==> config.mk <==
export PLATFORM = sky130hd
export DESIGN_NAME = s2p_rx
export DESIGN_NICKNAME = d
export VERILOG_FILES = /design/src/rtl/s2p_rx.sv
export SDC_FILE = /design/constraint.sdc
export NUM_CORES = 1
export LEC_CHECK = 0
export ABC_AREA = 1
export BUFFER_PORTS_ARGS = -buffer_cell sky130_fd_sc_hd__buf_4
export CORE_MARGIN = 3
export CORE_UTILIZATION = 30
export CTS_CLUSTER_DIAMETER = 80
export DETAILED_ROUTE_END_ITERATION = 8
export PLACE_DENSITY = 0.46
export SYNTH_ARGS = -nofsm -noshare
export SYNTH_HDL_FRONTEND = slang
export SYNTH_SLANG_ARGS = --single-unit
==> constraint.sdc <==
create_clock -name clk -period 2.9 [get_ports clk]
set_clock_uncertainty 0.05 [all_clocks]
set_input_delay 0.435 -clock clk [delete_from_list [all_inputs] [get_ports clk]]
set_output_delay 0.435 -clock clk [all_outputs]
set_load 0.02 [all_outputs]
==> src/rtl/s2p_rx.sv <==
// Serial-to-parallel receiver for the MSB-first p2s link.
// Shifts LEN bits after an enable rising edge and presents the frame on a valid/ready register.
module s2p_rx #(
    parameter int WIDTH = 16,
    parameter int LEN_W = 4,
    parameter int DELAY = 0
) (
    input  logic             clk,
    input  logic             reset,
    input  logic             serial_in,
    input  logic             enable,
    input  logic [LEN_W-1:0] len,
    output logic [WIDTH-1:0] data_out,
    output logic [LEN_W-1:0] rx_len,
    output logic             valid,
    input  logic             ready,
    output logic             busy,
    output logic             overrun,
    input  logic             clr_ovr,
    output logic             abort_err
);

    typedef enum logic [1:0] {
        IDLE,
        WAIT,
        SHIFT
    } state_t;

    localparam int DW = (DELAY > 1) ? $clog2(DELAY + 1) : 1;
    localparam logic [WIDTH-1:0] MSB_ONE = {1'b1, {(WIDTH-1){1'b0}}};

    state_t           state;
    logic             enable_d;
    logic [WIDTH-1:0] shreg;
    logic [LEN_W:0]   cnt;
    logic [LEN_W:0]   cnt_next;
    logic [LEN_W:0]   n;
    logic [LEN_W-1:0] len_q;
    logic [DW-1:0]    dcnt;
    logic [WIDTH-1:0] bit_mask;
    logic [WIDTH-1:0] assembled;

    // The word as it will look once this edge's bit is in, so completion can use it directly.
    always_comb begin
        bit_mask  = MSB_ONE >> cnt;
        assembled = serial_in ? (shreg | bit_mask) : (shreg & ~bit_mask);
        cnt_next  = cnt + 1'b1;
    end

    always_ff @(posedge clk or posedge reset) begin
        if (reset) begin
            state     <= IDLE;
            enable_d  <= 1'b0;
            shreg     <= '0;
            cnt       <= '0;
            n         <= '0;
            len_q     <= '0;
            dcnt      <= '0;
            data_out  <= '0;
            rx_len    <= '0;
            valid     <= 1'b0;
            busy      <= 1'b0;
            overrun   <= 1'b0;
            abort_err <= 1'b0;
        end else begin
            enable_d  <= enable;
            abort_err <= 1'b0;
            if (clr_ovr)
                overrun <= 1'b0;
            if (valid && ready)
                valid <= 1'b0;

            case (state)
                IDLE: begin
                    if (enable && !enable_d) begin
                        n     <= (len == '0) ? (LEN_W+1)'(WIDTH) : {1'b0, len};
                        len_q <= len;
                        shreg <= '0;
                        cnt   <= '0;
                        dcnt  <= '0;
                        busy  <= 1'b1;
                        state <= (DELAY > 0) ? WAIT : SHIFT;
                    end
                end
                WAIT: begin
                    if (!enable) begin
                        state     <= IDLE;
                        busy      <= 1'b0;
                        abort_err <= 1'b1;
                    end else if (dcnt == DW'(DELAY - 1)) begin
                        state <= SHIFT;
                    end else begin
                        dcnt <= dcnt + 1'b1;
                    end
                end
                SHIFT: begin
                    // A dropped enable wins even on the last sample edge.
                    if (!enable) begin
                        state     <= IDLE;
                        busy      <= 1'b0;
                        abort_err <= 1'b1;
                    end else begin
                        shreg <= assembled;
                        cnt   <= cnt_next;
                        if (cnt_next == n) begin
                            state <= IDLE;
                            busy  <= 1'b0;
                            if (!valid || ready) begin
                                data_out <= assembled;
                                rx_len   <= len_q;
                                valid    <= 1'b1;
                            end else begin
                                overrun <= 1'b1;
                            end
                        end
                    end
                end
                default: begin
                    state <= IDLE;
                    busy  <= 1'b0;
                end
            endcase
        end
    end

endmodule

==> impl_results.html, run 1 <==
<table>
<tr><th>Metric</th><th>Value</th></tr>
<tr><th colspan="2">Power</th></tr>
<tr><td>Internal portion of total power</td><td>between 1000 and 1500 µW</td></tr>
<tr><td>Net switching power</td><td>829.1 µW</td></tr>
<tr><td>VDD IR max</td><td>approximately 400 µV</td></tr>
<tr><td>Pleak</td><td>0.001692 µW</td></tr>
<tr><td>Power density cells</td><td>approximately 710 nW/µm²</td></tr>
<tr><td>Share of total power in sequential cells</td><td>0.468</td></tr>
<tr><td>Net switching fraction of the power</td><td>0.3803</td></tr>
<tr><td>Power share of the combinational group</td><td>0.346</td></tr>
<tr><td>Clock share of power</td><td>0.186</td></tr>
<tr><th colspan="2">Worst setup path</th></tr>
<tr><td>Critical-path cell list</td><td>ha_1 -&gt; ha_1 -&gt; inv_1 -&gt; nand2_1 -&gt; nand2_1 -&gt; nand3_1 -&gt; clkinv_1 -&gt; nand3_2 -&gt; nor2_4 -&gt; nand3_1 -&gt; nand2_1</td></tr>
<tr><td>Stage delay of the slowest cell on the critical path</td><td>460 ps</td></tr>
<tr><td>Type of the worst setup path</td><td>reg -&gt; reg</td></tr>
<tr><td>Most frequent cell on the critical path</td><td>nand2_1</td></tr>
<tr><td>Element type at the critical path end</td><td>register</td></tr>
<tr><td>Signal arrival time at the worst endpoint</td><td>around 2500 ps</td></tr>
<tr><td>Cell count of the worst reg-to-reg path</td><td>11</td></tr>
<tr><td>CP Launch Type</td><td>register</td></tr>
<tr><td>Largest fanout of any net on the critical path</td><td>23</td></tr>
<tr><td>Data required time at the worst endpoint</td><td>a little over 3000 ps</td></tr>
<tr><td>Slowest CP cell</td><td>dfrtp_1</td></tr>
<tr><th colspan="2">Routing</th></tr>
<tr><td>Via Count</td><td>roughly 2,100</td></tr>
<tr><td>Number of DRC markers in iteration 0</td><td>~170</td></tr>
<tr><td>Detailed-route wire length</td><td>6237 µm</td></tr>
<tr><td>ANT nets after route</td><td>0</td></tr>
<tr><td>Drt pass-1 iters</td><td>4</td></tr>
<tr><td>Via-to-Cell Ratio</td><td>between 4 and 5</td></tr>
<tr><td>DRC violations left</td><td>0</td></tr>
<tr><td>Average wire length per cell after detail routing</td><td>~14 µm</td></tr>
<tr><th colspan="2">Die</th></tr>
<tr><td>Number of rows created at floorplan</td><td>33</td></tr>
<tr><td>Die Width</td><td>roughly 100 µm</td></tr>
<tr><td>Total Die Area</td><td>9935 µm²</td></tr>
<tr><td>Core footprint</td><td>about 8400 µm²</td></tr>
<tr><td>Starting density of the core</td><td>0.3141</td></tr>
<tr><td>Number of primary I/O pins</td><td>34</td></tr>
<tr><td>Vert. Die Dim</td><td>99.68 µm</td></tr>
<tr><th colspan="2">CTS</th></tr>
<tr><td>Hold-fix buffer count after cts</td><td>0</td></tr>
<tr><td>Worst-skew pair later-pin latency</td><td>between 300 and 400 ps</td></tr>
<tr><td>Number of buffers created by CTS</td><td>5</td></tr>
<tr><td>Clk Tree Root Cell</td><td>clkbuf_8</td></tr>
<tr><td>Largest buffer count on any clock path</td><td>2</td></tr>
<tr><td>Number of levels the H-tree was split into</td><td>2</td></tr>
<tr><td>Number of setup buffers added after CTS</td><td>0</td></tr>
<tr><td># clock sinks</td><td>55</td></tr>
<tr><td>CTS tree</td><td>done</td></tr>
<tr><td>Clock transition time at the flip-flop clock pins of the worst setup and hold paths</td><td>100 ps</td></tr>
<tr><td>Post-CTS resize count</td><td>0</td></tr>
<tr><th colspan="2">Timing</th></tr>
<tr><td>Shortest clock period the worst path allows after layout</td><td>2272 ps</td></tr>
<tr><td>Unrepaired setup endpoints after global routing</td><td>false</td></tr>
<tr><td>Number of setup violations in the final report</td><td>0</td></tr>
<tr><td>Share of the clock period used by the worst path after layout</td><td>0.7836</td></tr>
<tr><td>Post-Route Setup TNS</td><td>0 ps</td></tr>
<tr><td>Worst hold slack</td><td>~160 ps</td></tr>
<tr><td>Number of pins exceeding their max-slew limit in the final report</td><td>0</td></tr>
<tr><td>Worst slew margin</td><td>0.5721</td></tr>
<tr><td>Slew @ Worst Pin</td><td>about 640 ps</td></tr>
<tr><td>Final number of hold-violating endpoints</td><td>0</td></tr>
<tr><td>Maximum operating frequency</td><td>0.4401 GHz</td></tr>
<tr><th colspan="2">Synthesis</th></tr>
<tr><td>Post-Synthesis Net Count</td><td>~340</td></tr>
<tr><td>Netlist cell types</td><td>24</td></tr>
<tr><td>Average footprint of a synthesized cell</td><td>around 8.2 µm²</td></tr>
<tr><td>Summed instance area of the synthesized netlist</td><td>between 2000 and 3000 µm²</td></tr>
<tr><td>Cell count after synthesis</td><td>321</td></tr>
<tr><td>Part of the Yosys area used for sequential elements</td><td>0.5228</td></tr>
<tr><td>Yosys synthesis warning count</td><td>0</td></tr>
<tr><td>Flip-flop and latch count after synthesis</td><td>55</td></tr>
<tr><th colspan="2">Final layout</th></tr>
<tr><td>Final Net Count</td><td>368</td></tr>
<tr><td>Number of diodes</td><td>0</td></tr>
<tr><td>Final core occ</td><td>0.3639</td></tr>
<tr><td>Share of cells above drive strength 1</td><td>0.1567</td></tr>
<tr><td>Layout area overhead</td><td>15.87%</td></tr>
<tr><th colspan="2">Job</th></tr>
<tr><td>Max-capacitance violation count</td><td>0</td></tr>
<tr><th colspan="2">Placement</th></tr>
<tr><td>RD Place Congestion</td><td>0.7501</td></tr>
<tr><td>Half-perimeter wire length after placement</td><td>around 4200 µm</td></tr>
<tr><td>Port Buf Inserts</td><td>33</td></tr>
<tr><th colspan="2">Global routing</th></tr>
<tr><td>Largest net degree at the start of global routing</td><td>29</td></tr>
<tr><td>GRT Util Overall</td><td>0.1343</td></tr>
<tr><td>Antenna violations before repair</td><td>0</td></tr>
<tr><td>Wire length of the first global-routing pass</td><td>~11,000 µm</td></tr>
<tr><td>Via count of the first global-routing pass</td><td>around 2,200</td></tr>
<tr><td>Global route total overflow</td><td>0</td></tr>
<tr><th colspan="2">Min path</th></tr>
<tr><td>Path class of the lowest-slack min-delay path</td><td>in -&gt; async</td></tr>
<tr><th colspan="2">Status</th></tr>
<tr><td>Outcome</td><td>finished clean</td></tr>
</table>
-- worst max-delay path, delay by kind of cell (launching register included) --
family,cells,cell delay (ps)
flip-flops,1,460
AND/OR/NAND/NOR,7,960
buffers and inverters,2,130
adder cells (fa/ha/maj),2,610
-- flip-flops by register name, indices dropped and copies added (netlist names) --
signal / flops
len_q: 4
cnt: 5
busy: 1
rx_len: 4
enable_d: 1
abort_err: 1
overrun: 1
valid: 1
shreg: 16
n: 5
data_out: 16
-- cell families after synthesis --
group | synth area share
AO/OA/AOI/OAI | 0.08841
AND/OR/NAND/NOR | 0.2738
buffers and inverters | 0.08318
XOR/XNOR | 0.003328
adder cells (fa/ha/maj) | 0.02852
flip-flops | 0.5228
-- through the flow --
stage / std cells / power, µW / setup WS [ps] / area [µm²]
CTS: 456 / 2216 / 607.4 / 3050
floorplan: 321 / 1560 / 1067 / 2633
global placement: 450 / 1795 / 684.6 / 2978
finish: 456 / 2180 / 627.5 / 3050
detailed placement: 450 / 1798 / 638.1 / 2978
global route: 456 / 2344 / 389.8 / 3050
-- Yosys cell counts, drive strengths merged --
library cell / number / share of area
buf: 13 / 0.032
xnor2: 1 / 0.0033
clkinv: 2 / 0.0029
a21oi: 12 / 0.023
dfrtp: 55 / 0.52
o22ai: 6 / 0.014
o21ai: 12 / 0.023
inv: 32 / 0.046
nand2: 111 / 0.16
nor2: 13 / 0.022
nor4: 1 / 0.0024
nand4: 3 / 0.0071
nand3: 40 / 0.080
ha: 6 / 0.029
clkbuf: 2 / 0.0029
a31oi: 12 / 0.029
-- worst paths after layout --
check | from | end | slack, ps
max | cnt[0] | data_out[11] | 630
min | reset | data_out[11] | 160
max reg2reg | cnt[0] | data_out[11] | 630
min reg2reg | data_out[1] | data_out[1] | 430
max in group asynchronous | reset | cnt[3] | 2060
min in group clk | enable | enable_d | 210
-- layout make-up --
class,instances,area [µm²]
fill,888,5331
sequential,55,1376
multi-input combinational,217,1037
timing repair buffer,39,305.3
tap,105,131.4
inverter,34,127.6
clock buffer,6,72.57
-- cell usage in the layout, fill, tap and decap left out, drive strengths merged, types with 3 or more instances in the layout --
cell type    n
a31oi       12
nand4        3
ha           6
o22ai        6
nand2      111
nand3       40
o21ai       12
buf         39
dfrtp       55
a21oi       12
clkbuf       6
inv         32
nor2        13
-- metal layers --
| metal | global-route usage | routed length (µm) | vias up |
|---|---|---|---|
| met5 | 0 | 0 | - |
| met4 | 0.03571 | 58 | 0 |
| met3 | 0.02735 | 361 | 6 |
| met2 | 0.2063 | 2651 | 66 |
| met1 | 0.1925 | 3166 | 977 |
| li1 | - | - | 1093 |
-- power groups by stage --
stage | Clock [µW] | Sequential, µW | Combinational, µW
final | 406 | 1020 | 755
after global placement | 0 | 1030 | 761
after CTS | 428 | 1020 | 767
after global routing | 453 | 1040 | 848
after floorplan | 0 | 1100 | 463
after detailed placement | 0 | 1030 | 767
Power figures use the tool's default switching activity.
==> run 2: changes to the inputs <==
--- a/config.mk
+++ b/config.mk
@@ -5,7 +5,7 @@
 export SDC_FILE = /design/constraint.sdc
 export NUM_CORES = 1
 export LEC_CHECK = 0
-export ABC_AREA = 1
+export ABC_AREA = 0
 export BUFFER_PORTS_ARGS = -buffer_cell sky130_fd_sc_hd__buf_4
 export CORE_MARGIN = 3
 export CORE_UTILIZATION = 30
==> constraint.sdc (replaced) <==
create_clock -name clk -period 2.13 [get_ports clk]
set_clock_uncertainty 0.05 [all_clocks]
set_input_delay 0.3195 -clock clk [delete_from_list [all_inputs] [get_ports clk]]
set_output_delay 0.3195 -clock clk [all_outputs]
set_load 0.02 [all_outputs]
==> run 2 against run 1 <==
  * The flow now finishes with violations (setup timing)
  * Sequential power is 25% higher
  * Setup slack worse by 730 ps
  * Register-to-register slack worse by 730 ps
  * Cell area is 15% higher
  * Sequential share of layout area is 5.7 points lower
  * Synthesized area is 4.2% higher
  * Via count is 14% lower
  * Maximum frequency is 1.7% higher
  * Total power is 37% higher
  * Cell count is 15% lower
==> impl_results.html, run 2 <==
<table>
<tr><th>Metric</th><th>Value</th></tr>
<tr><th colspan="2">Worst setup path</th></tr>
<tr><td>Family with the most delay on the worst path</td><td>adder cells</td></tr>
<tr><td>Critical-path cell list</td><td>ha_4 -&gt; ha_4 -&gt; xor2_2 -&gt; nand3_2 -&gt; nor4_4 -&gt; buf_6 -&gt; buf_4 -&gt; mux2_4</td></tr>
<tr><td>Element type at the critical path end</td><td>register</td></tr>
<tr><td>Slowest CP cell</td><td>dfrtp_1</td></tr>
<tr><td>FF-to-FF Start</td><td>cnt[1]</td></tr>
<tr><td>Type of the worst setup path</td><td>reg -&gt; reg</td></tr>
<tr><td>Worst flop-to-flop path endpoint</td><td>data_out[11]</td></tr>
<tr><td>Stage delay of the slowest cell on the critical path</td><td>440 ps (-20 ps)</td></tr>
<tr><td>Largest fanout of any net on the critical path</td><td>4 (-83%)</td></tr>
<tr><td>Setup slack, reg-to-reg</td><td>-100 ps (-730 ps)</td></tr>
<tr><td>Data required time at the worst endpoint</td><td>2280 ps (-810 ps)</td></tr>
<tr><td>Signal arrival time at the worst endpoint</td><td>2390 ps (-80 ps)</td></tr>
<tr><td>Buffering stage count on the worst path with inverters included</td><td>2 (unchanged)</td></tr>
<tr><td>Cell count of the worst reg-to-reg path</td><td>8 (-3)</td></tr>
<tr><td>Most frequent cell on the critical path</td><td>ha_4</td></tr>
<tr><td>CP Launch Type</td><td>register</td></tr>
<tr><th colspan="2">Synthesis</th></tr>
<tr><td>Compound-gate portion of the synthesized area</td><td>0.09763 (+0.009225)</td></tr>
<tr><td>Combinational family with the most area after synthesis</td><td>multiplexers</td></tr>
<tr><td>Average footprint of a synthesized cell</td><td>12.30 µm² (+50%)</td></tr>
<tr><td>Cell types with the highest counts after synthesis</td><td>dfrtp_1, mux2_4, mux2_1</td></tr>
<tr><td>Dominant cell type by area after synthesis</td><td>dfrtp_1</td></tr>
<tr><td>Cell types occupying the most area after synthesis</td><td>dfrtp_1, mux2_4, mux2_1, mux2_2, a22o_1</td></tr>
<tr><td>Most common cell in the netlist</td><td>dfrtp_1</td></tr>
<tr><td>Area share of xor/xnor cells in the synthesized design</td><td>0.02828 (+0.02496)</td></tr>
<tr><td>Flip-flop and latch count after synthesis</td><td>55 (unchanged)</td></tr>
<tr><td>Adder-cell share of the synthesized area</td><td>0.02737 (-0.001145)</td></tr>
<tr><td>Post-Synthesis Net Count</td><td>239 (-29%)</td></tr>
<tr><td>Summed instance area of the synthesized netlist</td><td>2743 µm² (+4.2%)</td></tr>
<tr><td>Part of the Yosys area used for sequential elements</td><td>0.5018 (-0.02099)</td></tr>
<tr><td>Cell count after synthesis</td><td>223 (-31%)</td></tr>
<tr><td>Netlist cell types</td><td>36 (+50%)</td></tr>
<tr><td>Ys flop type</td><td>dfrtp_1</td></tr>
<tr><td>Share of synthesized area spent on multiplexers</td><td>0.2121 (+0.2121)</td></tr>
<tr><td>Post-synth EDFFs</td><td>0 (unchanged)</td></tr>
<tr><td>Share of the synthesized area in the top cell type</td><td>0.5018 (-0.02099)</td></tr>
<tr><td>Area share of and/or/nand/nor cells after synthesis</td><td>0.09078 (-0.1830)</td></tr>
<tr><td>Yosys synthesis warning count</td><td>0 (unchanged)</td></tr>
<tr><td>Proportion of synthesized flip-flops having asynchronous set or reset</td><td>1.000 (unchanged)</td></tr>
<tr><th colspan="2">CTS</th></tr>
<tr><td>Largest buffer count on any clock path</td><td>2 (unchanged)</td></tr>
<tr><td>Worst-skew pair later-pin latency</td><td>320 ps (about the same)</td></tr>
<tr><td>Number of buffers created by CTS</td><td>5 (unchanged)</td></tr>
<tr><td>Number of levels the H-tree was split into</td><td>2 (unchanged)</td></tr>
<tr><td># clock sinks</td><td>55 (unchanged)</td></tr>
<tr><td>Hold-fix buffer count after cts</td><td>0 (unchanged)</td></tr>
<tr><td>Clk Tree Root Cell</td><td>clkbuf_8</td></tr>
<tr><td>CTS tree</td><td>done</td></tr>
<tr><td>Clock transition time at the flip-flop clock pins of the worst setup and hold paths</td><td>110 ps (about the same)</td></tr>
<tr><th colspan="2">Final layout</th></tr>
<tr><td>Most used cells in the layout excluding fill and tap cells</td><td>dfrtp_1, buf_4, mux2_4</td></tr>
<tr><td>Multi-input gate area</td><td>1314 µm² (+27%)</td></tr>
<tr><td>Number of diodes</td><td>0 (unchanged)</td></tr>
<tr><td>Fill count</td><td>853 (-3.9%)</td></tr>
<tr><td>Layout area overhead</td><td>27.37%</td></tr>
<tr><td>Final cell count without fillers</td><td>386 (-15%)</td></tr>
<tr><td>Biggest registers after layout</td><td>data_out: 16 flops, shreg: 16 flops</td></tr>
<tr><td>Share of cells above drive strength 1</td><td>0.3993 (+0.2426)</td></tr>
<tr><td>Final Net Count</td><td>293 (-20%)</td></tr>
<tr><td>Most common cell after layout, fill and taps aside</td><td>dfrtp_1</td></tr>
<tr><td>Register cell area after layout</td><td>1378 µm² (about the same)</td></tr>
<tr><th colspan="2">Timing</th></tr>
<tr><td>Final setup margin</td><td>-103.7 ps (-731.2 ps)</td></tr>
<tr><td>Post-Route Setup TNS</td><td>-1948 ps (-1948 ps)</td></tr>
<tr><td>Number of pins exceeding their max-slew limit in the final report</td><td>0 (unchanged)</td></tr>
<tr><td>Worst slew margin</td><td>0.5651 (-0.006973)</td></tr>
<tr><td>Number of setup violations in the final report</td><td>22 (+22)</td></tr>
<tr><td>Slew @ Worst Pin</td><td>648.0 ps (+7.047 ps)</td></tr>
<tr><td>Unrepaired setup endpoints after global routing</td><td>true</td></tr>
<tr><td>Maximum operating frequency</td><td>0.4477 GHz (+1.7%)</td></tr>
<tr><td>Share of the clock period used by the worst path after layout</td><td>1.049 (+0.2651)</td></tr>
<tr><td>Shortest clock period the worst path allows after layout</td><td>2234 ps (-38.79 ps)</td></tr>
<tr><td>Final number of hold-violating endpoints</td><td>0 (unchanged)</td></tr>
<tr><th colspan="2">Power</th></tr>
<tr><td>Pleak</td><td>0.001631 µW (-3.6%)</td></tr>
<tr><td>Power density cells</td><td>857.7 nW/µm² (+20%)</td></tr>
<tr><td>VDD IR max</td><td>307.1 µV (-24%)</td></tr>
<tr><td>Overall power consumption</td><td>2996 µW (+37%)</td></tr>
<tr><th colspan="2">Die</th></tr>
<tr><td>Core footprint</td><td>8806 µm² (+5.1%)</td></tr>
<tr><td>Die Width</td><td>101.6 µm (+1.9%)</td></tr>
<tr><td>Starting density of the core</td><td>0.3115 (-0.002625)</td></tr>
<tr><td>Total Die Area</td><td>10,330 µm² (+3.9%)</td></tr>
<tr><td>Number of rows created at floorplan</td><td>34 (+3.0%)</td></tr>
<tr><td>Number of primary I/O pins</td><td>34 (unchanged)</td></tr>
<tr><td>Vert. Die Dim</td><td>101.6 µm (+1.9%)</td></tr>
<tr><th colspan="2">Routing</th></tr>
<tr><td>DRC violations left</td><td>0 (unchanged)</td></tr>
<tr><td>Via-to-Cell Ratio</td><td>4.759 (+1.3%)</td></tr>
<tr><td>Average wire length per cell after detail routing</td><td>15.36 µm (+12%)</td></tr>
<tr><td>Detailed-route wire length</td><td>5929 µm (-4.9%)</td></tr>
<tr><td>ANT nets after route</td><td>0 (unchanged)</td></tr>
<tr><td>Via Count</td><td>1,837 (-14%)</td></tr>
<tr><td>Drt pass-1 iters</td><td>4 (unchanged)</td></tr>
<tr><td>Number of DRC markers in iteration 0</td><td>75 (-55%)</td></tr>
<tr><th colspan="2">Status</th></tr>
<tr><td>Failing checks</td><td>setup timing</td></tr>
<tr><td>Outcome</td><td>finished with violations</td></tr>
<tr><th colspan="2">Placement</th></tr>
<tr><td>Placed Cells</td><td>372 (-17%)</td></tr>
<tr><td>RD Place Congestion</td><td>0.7690 (+2.5%)</td></tr>
<tr><td>Half-perimeter wire length after placement</td><td>4040 µm (-4.5%)</td></tr>
<tr><td>Port Buf Inserts</td><td>33 (unchanged)</td></tr>
<tr><td>Pre-CTS setup slack</td><td>-158.6 ps (-796.6 ps)</td></tr>
<tr><th colspan="2">Global routing</th></tr>
<tr><td>Wire length of the first global-routing pass</td><td>9853 µm (-9.1%)</td></tr>
<tr><td>Via count of the first global-routing pass</td><td>1,879 (-14%)</td></tr>
<tr><td>GRT Util Overall</td><td>0.1199 (-0.01444)</td></tr>
<tr><td>Antenna violations before repair</td><td>0 (unchanged)</td></tr>
<tr><td>Global route total overflow</td><td>0 (unchanged)</td></tr>
<tr><td>Largest net degree at the start of global routing</td><td>56 (+93%)</td></tr>
<tr><th colspan="2">Min path</th></tr>
<tr><td>Path class of the lowest-slack min-delay path</td><td>in -&gt; async</td></tr>
<tr><th colspan="2">Job</th></tr>
<tr><td>Max-capacitance violation count</td><td>0 (unchanged)</td></tr>
</table>
[run 2: cell count changes in the layout (fill, tap and decap cells not counted), moves of 8 or more]
cell,change
o21ai_1,+8
inv_1,-19
nand2_1,-99
a31oi_1,-12
buf_4,+15
mux2_1,+14
nand3_1,-34
mux2_4,+20
a22o_1,+11
mux2_2,+11
nor2_1,-8
[run 2: cell type report]
type	count	share of cell area
clock inverter	3	0.01361
multi-input combinational	144	0.3761
tap	108	0.03868
clock buffer	5	0.01970
timing repair buffer	59	0.1447
sequential	55	0.3943
inverter	12	0.01289
[run 2: worst register-to-register path: cells and delay by family (launching register included)]
family | cells | cell delay [ps]
AND/OR/NAND/NOR | 2 | 420
buffers and inverters | 2 | 320
XOR/XNOR | 1 | 140
multiplexers | 1 | 290
adder cells (fa/ha/maj) | 2 | 460
flip-flops | 1 | 440
[run 2: worst max path at each step]
stage / startpoint / slack, ps / end / cells past startpoint
after floorplan: cnt[0] / -30 / data_out[0] / 7
after global placement: cnt[0] / -130 / data_out[2] / 7
after detailed placement: cnt[1] / -160 / data_out[14] / 7
after CTS: cnt[1] / -150 / data_out[10] / 7
after global routing: cnt[1] / -230 / data_out[9] / 8
final: cnt[1] / -100 / data_out[11] / 8
[run 2: report_power, final]
group,internal [µW],switching [µW],total (µW)
Clock,357,372,730
Combinational,516,470,986
Sequential,1190,95.0,1280
Total,2060,937,3000
[run 2: repair_timing]
item / in CTS / in global routing
endpoints found under the hold margin: 0 / 0
buffers inserted: 3 / 2
pin swaps: 1 / 4
gates resized for setup: 3 / 5
cloned: 0 / 1
endpoints found under the setup margin: 21 / 22
[run 2: cell families after synthesis]
group	Yosys count
xor+xnor	8
mux	45
simple gates	43
buf+inv	24
flops	55
fa+ha+maj	6
compound gates	42
[run 2: per-layer routing]
layer / part of all wire / GRT usage / up-vias
met4: 0.0056 / 0.02761 / 0
li1: - / - / 892
met3: 0.023 / 0.02135 / 3
met2: 0.45 / 0.1821 / 27
met1: 0.52 / 0.1776 / 915
met5: 0 / 0 / -
[run 2: through the flow]
step	utilization	cell area [µm²]	hold WS, ps
final	0.3967	3493	6.815
after global routing	0.3967	3493	13.74
after CTS	0.3893	3428	1.886
after detailed placement	0.3713	3269	360.0
after global placement	0.3713	3269	353.9
after floorplan	-	2769	300.9
